**config.mk**
```make
export PLATFORM = sky130hd
export DESIGN_NAME = mem_stage_flat
export DESIGN_NICKNAME = d
export VERILOG_FILES = /design/src/rtl/mem_stage_if.sv /design/src/rtl/mem_stage.sv /design/src/flat_wrapper.sv
export SDC_FILE = /design/constraint.sdc
export NUM_CORES = 1
export LEC_CHECK = 0
export CAP_MARGIN = 15
export CORE_ASPECT_RATIO = 0.6
export CORE_MARGIN = 10
export CORE_UTILIZATION = 50
export CTS_CLUSTER_SIZE = 14
export DETAILED_ROUTE_END_ITERATION = 6
export PLACE_DENSITY = 0.86
export SLEW_MARGIN = 20
export SYNTH_ARGS = -nofsm -noshare
export SYNTH_HDL_FRONTEND = slang
export SYNTH_SLANG_ARGS = --single-unit
export TNS_END_PERCENT = 50
```
**constraint.sdc**
```tcl
create_clock -name clk -period 6.1 [get_ports clk]
set_input_delay 1.22 -clock clk [delete_from_list [all_inputs] [get_ports clk]]
set_output_delay 1.22 -clock clk [all_outputs]
set_load 0.01 [all_outputs]
```
**src/rtl/mem_stage_if.sv**
```systemverilog
// Data-memory bus between the memory stage and data memory.
// One access is outstanding at a time. req is held until ack.
// rdata is valid in the same cycle as ack.
//   master (mem_stage): drives req, we, addr, wdata, wstrb; receives ack, rdata
//   slave  (memory)   : the reverse
interface mem_stage_if;
    logic        req;
    logic        we;
    logic [31:0] addr;
    logic [31:0] wdata;
    logic [3:0]  wstrb;
    logic        ack;
    logic [31:0] rdata;

    modport master (output req, we, addr, wdata, wstrb, input ack, rdata);
    modport slave  (input req, we, addr, wdata, wstrb, output ack, rdata);
endinterface

```
**src/rtl/mem_stage.sv**
```systemverilog
// Memory-access stage: sits between EX/MEM and mem_wb_reg.
// Issues loads and stores over the dmem req/ack bus, and stalls upstream while an
// access is outstanding. It aligns store lanes and extends load data. It registers
// the write-back payload.
// Ports:
//   clk, rst                  clock; synchronous active-low reset
//   ex_mem_*                  instruction from the EX/MEM register
//   dmem                      data-memory bus (master side)
//   mem_stall                 combinational; upstream holds EX/MEM while high
//   misalign_exc              one-cycle pulse after a misaligned access is dropped
//   mem_wb_*                  registered write-back payload
module mem_stage #(
    parameter int XLEN = 32
) (
    input  logic            clk,
    input  logic            rst,
    input  logic            ex_mem_valid,
    input  logic [4:0]      ex_mem_rdaddr,
    input  logic [XLEN-1:0] ex_mem_alu_result,
    input  logic [XLEN-1:0] ex_mem_rs2data,
    input  logic            ex_mem_memread,
    input  logic            ex_mem_memwrite,
    input  logic [2:0]      ex_mem_funct3,
    input  logic            ex_mem_regwrite,
    mem_stage_if.master     dmem,
    output logic            mem_stall,
    output logic            misalign_exc,
    output logic            mem_wb_valid,
    output logic [4:0]      mem_wb_rdaddr,
    output logic [XLEN-1:0] mem_wb_wbdata,
    output logic            mem_wb_regwrite
);

    typedef enum logic {S_IDLE, S_WAIT} state_t;
    state_t state;

    // Fields of the accepted memory op. They are captured at issue so that write-back
    // does not depend on upstream still holding EX/MEM.
    logic [4:0]  pend_rd;
    logic        pend_rw;
    logic        pend_load;
    logic [2:0]  pend_f3;
    logic [1:0]  pend_off;
    logic [31:0] pend_alu;

    logic        is_mem, acc_byte, acc_half, acc_word, misalign, accept;
    logic [1:0]  off;
    logic [3:0]  st_strb;
    logic [31:0] st_data;
    logic [7:0]  ld_byte;
    logic [15:0] ld_half;
    logic [31:0] ld_data;

    assign is_mem = ex_mem_memread | ex_mem_memwrite;
    assign off    = ex_mem_alu_result[1:0];

    // funct3[2] selects zero-extension only for loads. A store with funct3 1xx is a
    // full-word store.
    assign acc_byte = (ex_mem_funct3[1:0] == 2'b00) & (~ex_mem_funct3[2] | ex_mem_memread);
    assign acc_half = (ex_mem_funct3[1:0] == 2'b01) & (~ex_mem_funct3[2] | ex_mem_memread);
    assign acc_word = ~acc_byte & ~acc_half;

    assign misalign = is_mem & ((acc_half & off[0]) | (acc_word & (off != 2'b00)));
    assign accept   = (state == S_IDLE) & ex_mem_valid & is_mem & ~misalign;

    assign mem_stall = accept | ((state == S_WAIT) & ~dmem.ack);

    always_comb begin
        st_strb = 4'b1111;
        st_data = ex_mem_rs2data;
        if (acc_byte) begin
            st_strb = 4'b0001 << off;
            st_data = {4{ex_mem_rs2data[7:0]}};
        end else if (acc_half) begin
            st_strb = 4'b0011 << off;
            st_data = {2{ex_mem_rs2data[15:0]}};
        end
    end

    always_comb begin
        ld_byte = dmem.rdata[{pend_off, 3'b000} +: 8];
        ld_half = pend_off[1] ? dmem.rdata[31:16] : dmem.rdata[15:0];
        case (pend_f3)
            3'b000:  ld_data = {{24{ld_byte[7]}}, ld_byte};
            3'b001:  ld_data = {{16{ld_half[15]}}, ld_half};
            3'b100:  ld_data = {24'd0, ld_byte};
            3'b101:  ld_data = {16'd0, ld_half};
            default: ld_data = dmem.rdata;
        endcase
    end

    always_ff @(posedge clk) begin
        if (!rst) begin
            state           <= S_IDLE;
            dmem.req        <= 1'b0;
            dmem.we         <= 1'b0;
            dmem.addr       <= '0;
            dmem.wdata      <= '0;
            dmem.wstrb      <= '0;
            misalign_exc    <= 1'b0;
            mem_wb_valid    <= 1'b0;
            mem_wb_rdaddr   <= '0;
            mem_wb_wbdata   <= '0;
            mem_wb_regwrite <= 1'b0;
            pend_rd         <= '0;
            pend_rw         <= 1'b0;
            pend_load       <= 1'b0;
            pend_f3         <= '0;
            pend_off        <= '0;
            pend_alu        <= '0;
        end else begin
            misalign_exc <= 1'b0;
            case (state)
                S_IDLE: begin
                    if (!ex_mem_valid) begin
                        mem_wb_valid    <= 1'b0;
                        mem_wb_regwrite <= 1'b0;
                    end else if (!is_mem) begin
                        mem_wb_valid    <= 1'b1;
                        mem_wb_rdaddr   <= ex_mem_rdaddr;
                        mem_wb_wbdata   <= ex_mem_alu_result;
                        mem_wb_regwrite <= ex_mem_regwrite;
                    end else if (misalign) begin
                        misalign_exc    <= 1'b1;
                        mem_wb_valid    <= 1'b0;
                        mem_wb_regwrite <= 1'b0;
                    end else begin
                        state           <= S_WAIT;
                        dmem.req        <= 1'b1;
                        dmem.we         <= ex_mem_memwrite;
                        dmem.addr       <= {ex_mem_alu_result[31:2], 2'b00};
                        dmem.wdata      <= st_data;
                        dmem.wstrb      <= ex_mem_memwrite ? st_strb : 4'b0000;
                        mem_wb_valid    <= 1'b0;
                        mem_wb_regwrite <= 1'b0;
                        pend_rd         <= ex_mem_rdaddr;
                        pend_rw         <= ex_mem_regwrite;
                        pend_load       <= ex_mem_memread;
                        pend_f3         <= ex_mem_funct3;
                        pend_off        <= off;
                        pend_alu        <= ex_mem_alu_result;
                    end
                end
                S_WAIT: begin
                    if (dmem.ack) begin
                        state           <= S_IDLE;
                        dmem.req        <= 1'b0;
                        mem_wb_valid    <= 1'b1;
                        mem_wb_rdaddr   <= pend_rd;
                        mem_wb_regwrite <= pend_rw;
                        mem_wb_wbdata   <= pend_load ? ld_data : pend_alu;
                    end else begin
                        mem_wb_valid    <= 1'b0;
                        mem_wb_regwrite <= 1'b0;
                    end
                end
            endcase
        end
    end

endmodule

```
**src/flat_wrapper.sv**
```systemverilog
// flat-port wrapper written by rule: the top's interface ports become plain ports
module mem_stage_flat 
#(
    parameter int XLEN = 32
)
  (clk, rst, ex_mem_valid, ex_mem_rdaddr, ex_mem_alu_result, ex_mem_rs2data, ex_mem_memread, ex_mem_memwrite, ex_mem_funct3, ex_mem_regwrite, mem_stall, misalign_exc, mem_wb_valid, mem_wb_rdaddr, mem_wb_wbdata, mem_wb_regwrite, dmem_req, dmem_we, dmem_addr, dmem_wdata, dmem_wstrb, dmem_ack, dmem_rdata);
  mem_stage_if dmem_i ();
  input  logic clk;
  input  logic rst;
  input  logic ex_mem_valid;
  input  logic [4:0] ex_mem_rdaddr;
  input  logic [XLEN-1:0] ex_mem_alu_result;
  input  logic [XLEN-1:0] ex_mem_rs2data;
  input  logic ex_mem_memread;
  input  logic ex_mem_memwrite;
  input  logic [2:0] ex_mem_funct3;
  input  logic ex_mem_regwrite;
  output logic mem_stall;
  output logic misalign_exc;
  output logic mem_wb_valid;
  output logic [4:0] mem_wb_rdaddr;
  output logic [XLEN-1:0] mem_wb_wbdata;
  output logic mem_wb_regwrite;
  output wire logic [$bits(dmem_i.req)-1:0] dmem_req;
  output wire logic [$bits(dmem_i.we)-1:0] dmem_we;
  output wire logic [$bits(dmem_i.addr)-1:0] dmem_addr;
  output wire logic [$bits(dmem_i.wdata)-1:0] dmem_wdata;
  output wire logic [$bits(dmem_i.wstrb)-1:0] dmem_wstrb;
  input wire logic [$bits(dmem_i.ack)-1:0] dmem_ack;
  input wire logic [$bits(dmem_i.rdata)-1:0] dmem_rdata;
  assign dmem_req = dmem_i.req;
  assign dmem_we = dmem_i.we;
  assign dmem_addr = dmem_i.addr;
  assign dmem_wdata = dmem_i.wdata;
  assign dmem_wstrb = dmem_i.wstrb;
  assign dmem_i.ack = dmem_ack;
  assign dmem_i.rdata = dmem_rdata;
  mem_stage #(.XLEN(XLEN)) u_core (.clk(clk), .rst(rst), .ex_mem_valid(ex_mem_valid), .ex_mem_rdaddr(ex_mem_rdaddr), .ex_mem_alu_result(ex_mem_alu_result), .ex_mem_rs2data(ex_mem_rs2data), .ex_mem_memread(ex_mem_memread), .ex_mem_memwrite(ex_mem_memwrite), .ex_mem_funct3(ex_mem_funct3), .ex_mem_regwrite(ex_mem_regwrite), .dmem(dmem_i), .mem_stall(mem_stall), .misalign_exc(misalign_exc), .mem_wb_valid(mem_wb_valid), .mem_wb_rdaddr(mem_wb_rdaddr), .mem_wb_wbdata(mem_wb_wbdata), .mem_wb_regwrite(mem_wb_regwrite));
endmodule
```
==> impl_table.tex <==
\begin{tabular}{lr}
\hline
Metric & Value \\
\hline
\multicolumn{2}{l}{\textbf{Timing}} \\
Hold violation total from the final report & 0 \\
Relative max-transition margin & 28.79\% \\
Pin slew with the least headroom to its limit & 1066 ps \\
Clock skew after layout & 9.934 ps \\
Final period utilization & 80.85\% \\
Final critical delay including setup and external delays & 4932 ps \\
Setup repair after global routing missed its margin & no \\
Total count of max-transition violations in the final report & 0 \\
Setup TNS Final & 0 ps \\
Setup-violating endpoint count in the final report & 0 \\
Final hold slack & 455.8 ps \\
Maximum clock rate & 0.2028 GHz \\
\multicolumn{2}{l}{\textbf{Flow run}} \\
Max-cap violations & 0 \\
\multicolumn{2}{l}{\textbf{Power}} \\
Reg power frac & 34.9\% \\
Internal cell power & 1851 uW \\
NetSw & 647.7 uW \\
Power density cells & 264.7 mW/mm\^{}2 \\
Clock share of power & 46.3\% \\
Combinational group share of total power & 18.8\% \\
Switching share of power & 25.92\% \\
Peak ir drop on the vdd network & 0.1646 mV \\
Leakage & 0.003481 uW \\
\multicolumn{2}{l}{\textbf{Critical path}} \\
Minimum setup slack among reg-to-reg paths & 2620 ps \\
Terminus of the critical flop-to-flop path & u\_core.mem\_wb\_wbdata[20]\$\_SDFFE\_PN0P\_ \\
CP startpoint kind & primary input \\
Most numerous cell on the critical path & sky130\_fd\_sc\_hd\_\_clkdlybuf4s50\_1 \\
Critical-path cell list & clkdlybuf4s50\_1 -> inv\_1 -> a21oi\_1 -> or3\_1 -> nand2\_1 -> clkdlybuf4s50\_1 \\
Biggest cell delay along the critical path & 600 ps \\
Number of buffer and inverter stages on the critical path & 3 \\
CP max FO & 20 \\
Number of cells on the worst reg-to-reg path & 4 \\
Family with the most delay on the worst path & buffers and inverters \\
CP Data Required Time & 4880 ps \\
Category of the critical setup timing path & primary input to output port \\
Cell with the largest stage delay on the worst path & sky130\_fd\_sc\_hd\_\_clkdlybuf4s50\_1 \\
Kind of end point of the critical path & output port \\
Crit path arrival time & 3710 ps \\
Worst R2R Start & u\_core.state\$\_SDFF\_PN0\_ \\
\multicolumn{2}{l}{\textbf{GRT}} \\
Wire length of the first global-routing pass & 37490 microns \\
Vias in the first global route & 6358 \\
Total track usage & 25.08\% \\
Global-route congestion overflow total & 0 \\
Pin count of the biggest net entering global routing & 84 \\
Initial antenna violation count & 0 \\
\multicolumn{2}{l}{\textbf{Run status}} \\
Status & complete, no violations \\
\multicolumn{2}{l}{\textbf{Route}} \\
Routed vias/inst & 5.910 \\
Total Routed Length & 24980 microns \\
Number of vias in the routed layout & 6720 \\
DRC marker count from the first detailed-route iteration & 762 \\
Post-detailed-route wirelength per cell & 21.97 microns \\
Antenna-violating nets left & 0 \\
Final routed DRC violation total & 0 \\
Router iterations before antenna repair & 5 \\
\multicolumn{2}{l}{\textbf{Floorplan}} \\
Die Height & 110.4 microns \\
Initial Util & 52.05\% \\
Number of rows in the core area & 32 \\
Horiz. Die Dim & 170.7 microns \\
Die Footprint & 0.01885 sq mm \\
Standard cell core area & 0.01309 sq mm \\
I/O pin total & 222 \\
\multicolumn{2}{l}{\textbf{Final layout}} \\
Final instance area & 0.009440 sq mm \\
Top library cells by usage in the layout, fill and taps aside & sky130\_fd\_sc\_hd\_\_clkdlybuf4s50\_1, sky130\_fd\_sc\_hd\_\_nand2\_1, sky130\_fd\_sc\_hd\_\_dfxtp\_1, sky130\_fd\_sc\_hd\_\_mux2i\_1, sky130\_fd\_sc\_hd\_\_nor2\_1 \\
Share of post-route cells with drive strength above 1 & 7.859\% \\
Layout Nets & 1070 \\
Antenna Diode Count & 0 \\
Leading cell type in the layout, fill and taps excluded & sky130\_fd\_sc\_hd\_\_clkdlybuf4s50\_1 \\
Area growth syn-to-layout & 38.54\% \\
\multicolumn{2}{l}{\textbf{Min path}} \\
Hold Crit Start & u\_core.dmem.wdata[2]\$\_SDFFE\_PN0P\_ \\
Endpoint with the worst hold slack & u\_core.dmem.wdata[2]\$\_SDFFE\_PN0P\_ \\
Class of the most critical hold timing path & flop to flop \\
Number of stages on the worst hold path & 2 \\
\multicolumn{2}{l}{\textbf{Clock tree}} \\
Clock transition at path regs & 60 ps \\
Cts bufs inserted & 17 \\
Number of clock sinks seen by CTS & 121 \\
TritonCTS clock tree & done \\
Clock latency reported for the late side of the worst-skew pair & 410 ps \\
Hold-fix buffer count after cts & 0 \\
Number of gates given a new drive strength after cts & 0 \\
Longest Clk Path Bufs & 2 \\
Clock tree root driver cell & sky130\_fd\_sc\_hd\_\_clkbuf\_16 \\
Count of buffers added by post-CTS timing repair for setup & 0 \\
H-tree depth reported by CTS & 4 \\
\multicolumn{2}{l}{\textbf{Logic synthesis}} \\
Syn. warnings & 0 \\
Async set or reset register ratio after synthesis & 0\% \\
Count of unique library cells instantiated by Yosys & 54 \\
Per-instance average area after synthesis & 8.423 sq um \\
Number of enable-type register cells in the synthesized netlist & 0 \\
Most frequently used flop master after synthesis & sky130\_fd\_sc\_hd\_\_dfxtp\_1 \\
Total of flip-flops plus latches after synthesis & 121 \\
Sequential fraction of the synthesis area & 35.55\% \\
Cell area after synthesis & 0.006814 sq mm \\
Number of cells produced by synthesis & 809 \\
\multicolumn{2}{l}{\textbf{Placement}} \\
Number of buffers inserted by port buffering & 219 \\
Weighted congestion at the end of routability-driven global placement & 0.9075 \\
Post-DP HPWL & 18410 microns \\
Total cell area at the placement stage & 0.008761 sq mm \\
\hline
\end{tabular}
==> state kept, by name, indices dropped and copies added, names as in the netlist, 3 cells and up <==
| signal | count |
|---|---|
| u_core.dmem.wdata | 32 |
| u_core.dmem.wstrb | 4 |
| u_core.mem_wb_rdaddr | 5 |
| u_core.mem_wb_wbdata | 32 |
| u_core.pend_alu | 31 |
| u_core.pend_f3 | 3 |
| u_core.pend_rd | 5 |
==> worst max-delay path by stage <==
| stage | start | end | slack, ps | depth (start not counted) |
|---|---|---|---|---|
| final | ex_mem_funct3[1] | mem_stall | 1170 | 6 |
| after CTS | ex_mem_funct3[1] | mem_stall | 1220 | 6 |
| after global placement | ex_mem_funct3[1] | mem_stall | 1310 | 6 |
| after detailed placement | ex_mem_funct3[1] | mem_stall | 1240 | 6 |
| after floorplan | ex_mem_memread | mem_stall | 2440 | 7 |
| after global routing | ex_mem_funct3[1] | mem_stall | 990 | 6 |
==> power by group through the flow <==
stage | Sequential [uW] | Combinational (uW) | Clock (uW)
after floorplan | 890 | 242 | 0
after global placement | 887 | 456 | 0
after detailed placement | 887 | 463 | 0
after CTS | 871 | 466 | 1160
after global routing | 878 | 503 | 1200
final | 873 | 470 | 1160
==> per-layer routing <==
| metal | vias up | routed length, microns | GRT usage (%) |
|---|---|---|---|
| met5 | - | 0 | 0 |
| met4 | 0 | 295 | 5.787 |
| met3 | 22 | 3143 | 10.54 |
| met2 | 332 | 10390 | 34.60 |
| met1 | 3198 | 11150 | 34.97 |
| li1 | 3168 | - | - |
==> synthesized netlist by cell type, types with 2 or more instances <==
| cell | instances | share of area, % |
|---|---|---|
| sky130_fd_sc_hd__ha_1 | 4 | 0.73 |
| sky130_fd_sc_hd__mux2i_1 | 108 | 16 |
| sky130_fd_sc_hd__dfxtp_1 | 121 | 36 |
| sky130_fd_sc_hd__a211oi_2 | 10 | 1.8 |
| sky130_fd_sc_hd__buf_1 | 7 | 0.39 |
| sky130_fd_sc_hd__buf_4 | 35 | 3.9 |
| sky130_fd_sc_hd__nand3b_1 | 7 | 0.77 |
| sky130_fd_sc_hd__o221a_2 | 2 | 0.33 |
| sky130_fd_sc_hd__a22oi_1 | 17 | 1.9 |
| sky130_fd_sc_hd__nor3b_1 | 8 | 0.88 |
| sky130_fd_sc_hd__nand2_1 | 143 | 7.9 |
| sky130_fd_sc_hd__o311ai_0 | 2 | 0.26 |
| sky130_fd_sc_hd__nor2_1 | 46 | 2.5 |
| sky130_fd_sc_hd__nand3_1 | 22 | 1.6 |
| sky130_fd_sc_hd__o22ai_1 | 12 | 1.1 |
| sky130_fd_sc_hd__and3_1 | 8 | 0.73 |
| sky130_fd_sc_hd__o21ai_0 | 34 | 2.5 |
| sky130_fd_sc_hd__buf_6 | 2 | 0.33 |
| sky130_fd_sc_hd__clkbuf_1 | 48 | 2.6 |
| sky130_fd_sc_hd__o211ai_1 | 8 | 0.88 |
| sky130_fd_sc_hd__or2_2 | 2 | 0.18 |
| sky130_fd_sc_hd__inv_1 | 13 | 0.72 |
| sky130_fd_sc_hd__o32ai_1 | 8 | 1.0 |
| sky130_fd_sc_hd__nor2b_1 | 2 | 0.18 |
| sky130_fd_sc_hd__a221oi_2 | 9 | 2.0 |
| sky130_fd_sc_hd__nand2b_1 | 6 | 0.55 |
| sky130_fd_sc_hd__a21o_1 | 8 | 0.88 |
| sky130_fd_sc_hd__a221oi_1 | 7 | 0.90 |
| sky130_fd_sc_hd__nor3_1 | 2 | 0.15 |
| sky130_fd_sc_hd__a21boi_0 | 8 | 0.88 |
| sky130_fd_sc_hd__a211oi_1 | 28 | 3.1 |
| sky130_fd_sc_hd__a21oi_1 | 26 | 1.9 |
| sky130_fd_sc_hd__o221ai_1 | 10 | 1.3 |
| sky130_fd_sc_hd__a31oi_1 | 5 | 0.46 |
| sky130_fd_sc_hd__buf_2 | 12 | 0.88 |
==> area by class of cell <==
cell class | count | area (sq um)
Clock inverter | 12 | 221.5
Tap cell | 170 | 212.7
Timing Repair Buffer | 230 | 2272
Inverter | 14 | 52.55
Fill cell | 998 | 3652
Clock buffer | 19 | 452.9
Multi-Input combinational cell | 571 | 3805
Sequential cell | 121 | 2424
==> per-stage QoR <==
stage	cells	worst slack, ps	utilization (%)	total power, uW
after floorplan	810	2436	-	1132
after global placement	1106	1309	66.92	1343
after detailed placement	1106	1237	66.92	1351
after CTS	1137	1224	72.07	2502
after global routing	1137	991.8	72.10	2578
final	1137	1168	72.10	2499
==> kinds of logic after synthesis <==
group           count (synthesis)  synth area share [%]
buf+inv                       118                 8.869
flops                         121                 35.55
simple gates                  255                 16.71
other cells                     1               0.05503
mux                           109                 16.03
fa+ha+maj                       4                0.7345
compound gates                201                 22.05
==> worst register-to-register path, stage by stage (launching register included) <==
cell and delay [ps]:
sky130_fd_sc_hd__dfxtp_2 760, sky130_fd_sc_hd__nand2_1 830, sky130_fd_sc_hd__nand2_4 660, sky130_fd_sc_hd__o311a_1 880, sky130_fd_sc_hd__a211oi_1 190
No activity file was read; power rests on OpenSTA's default activity.
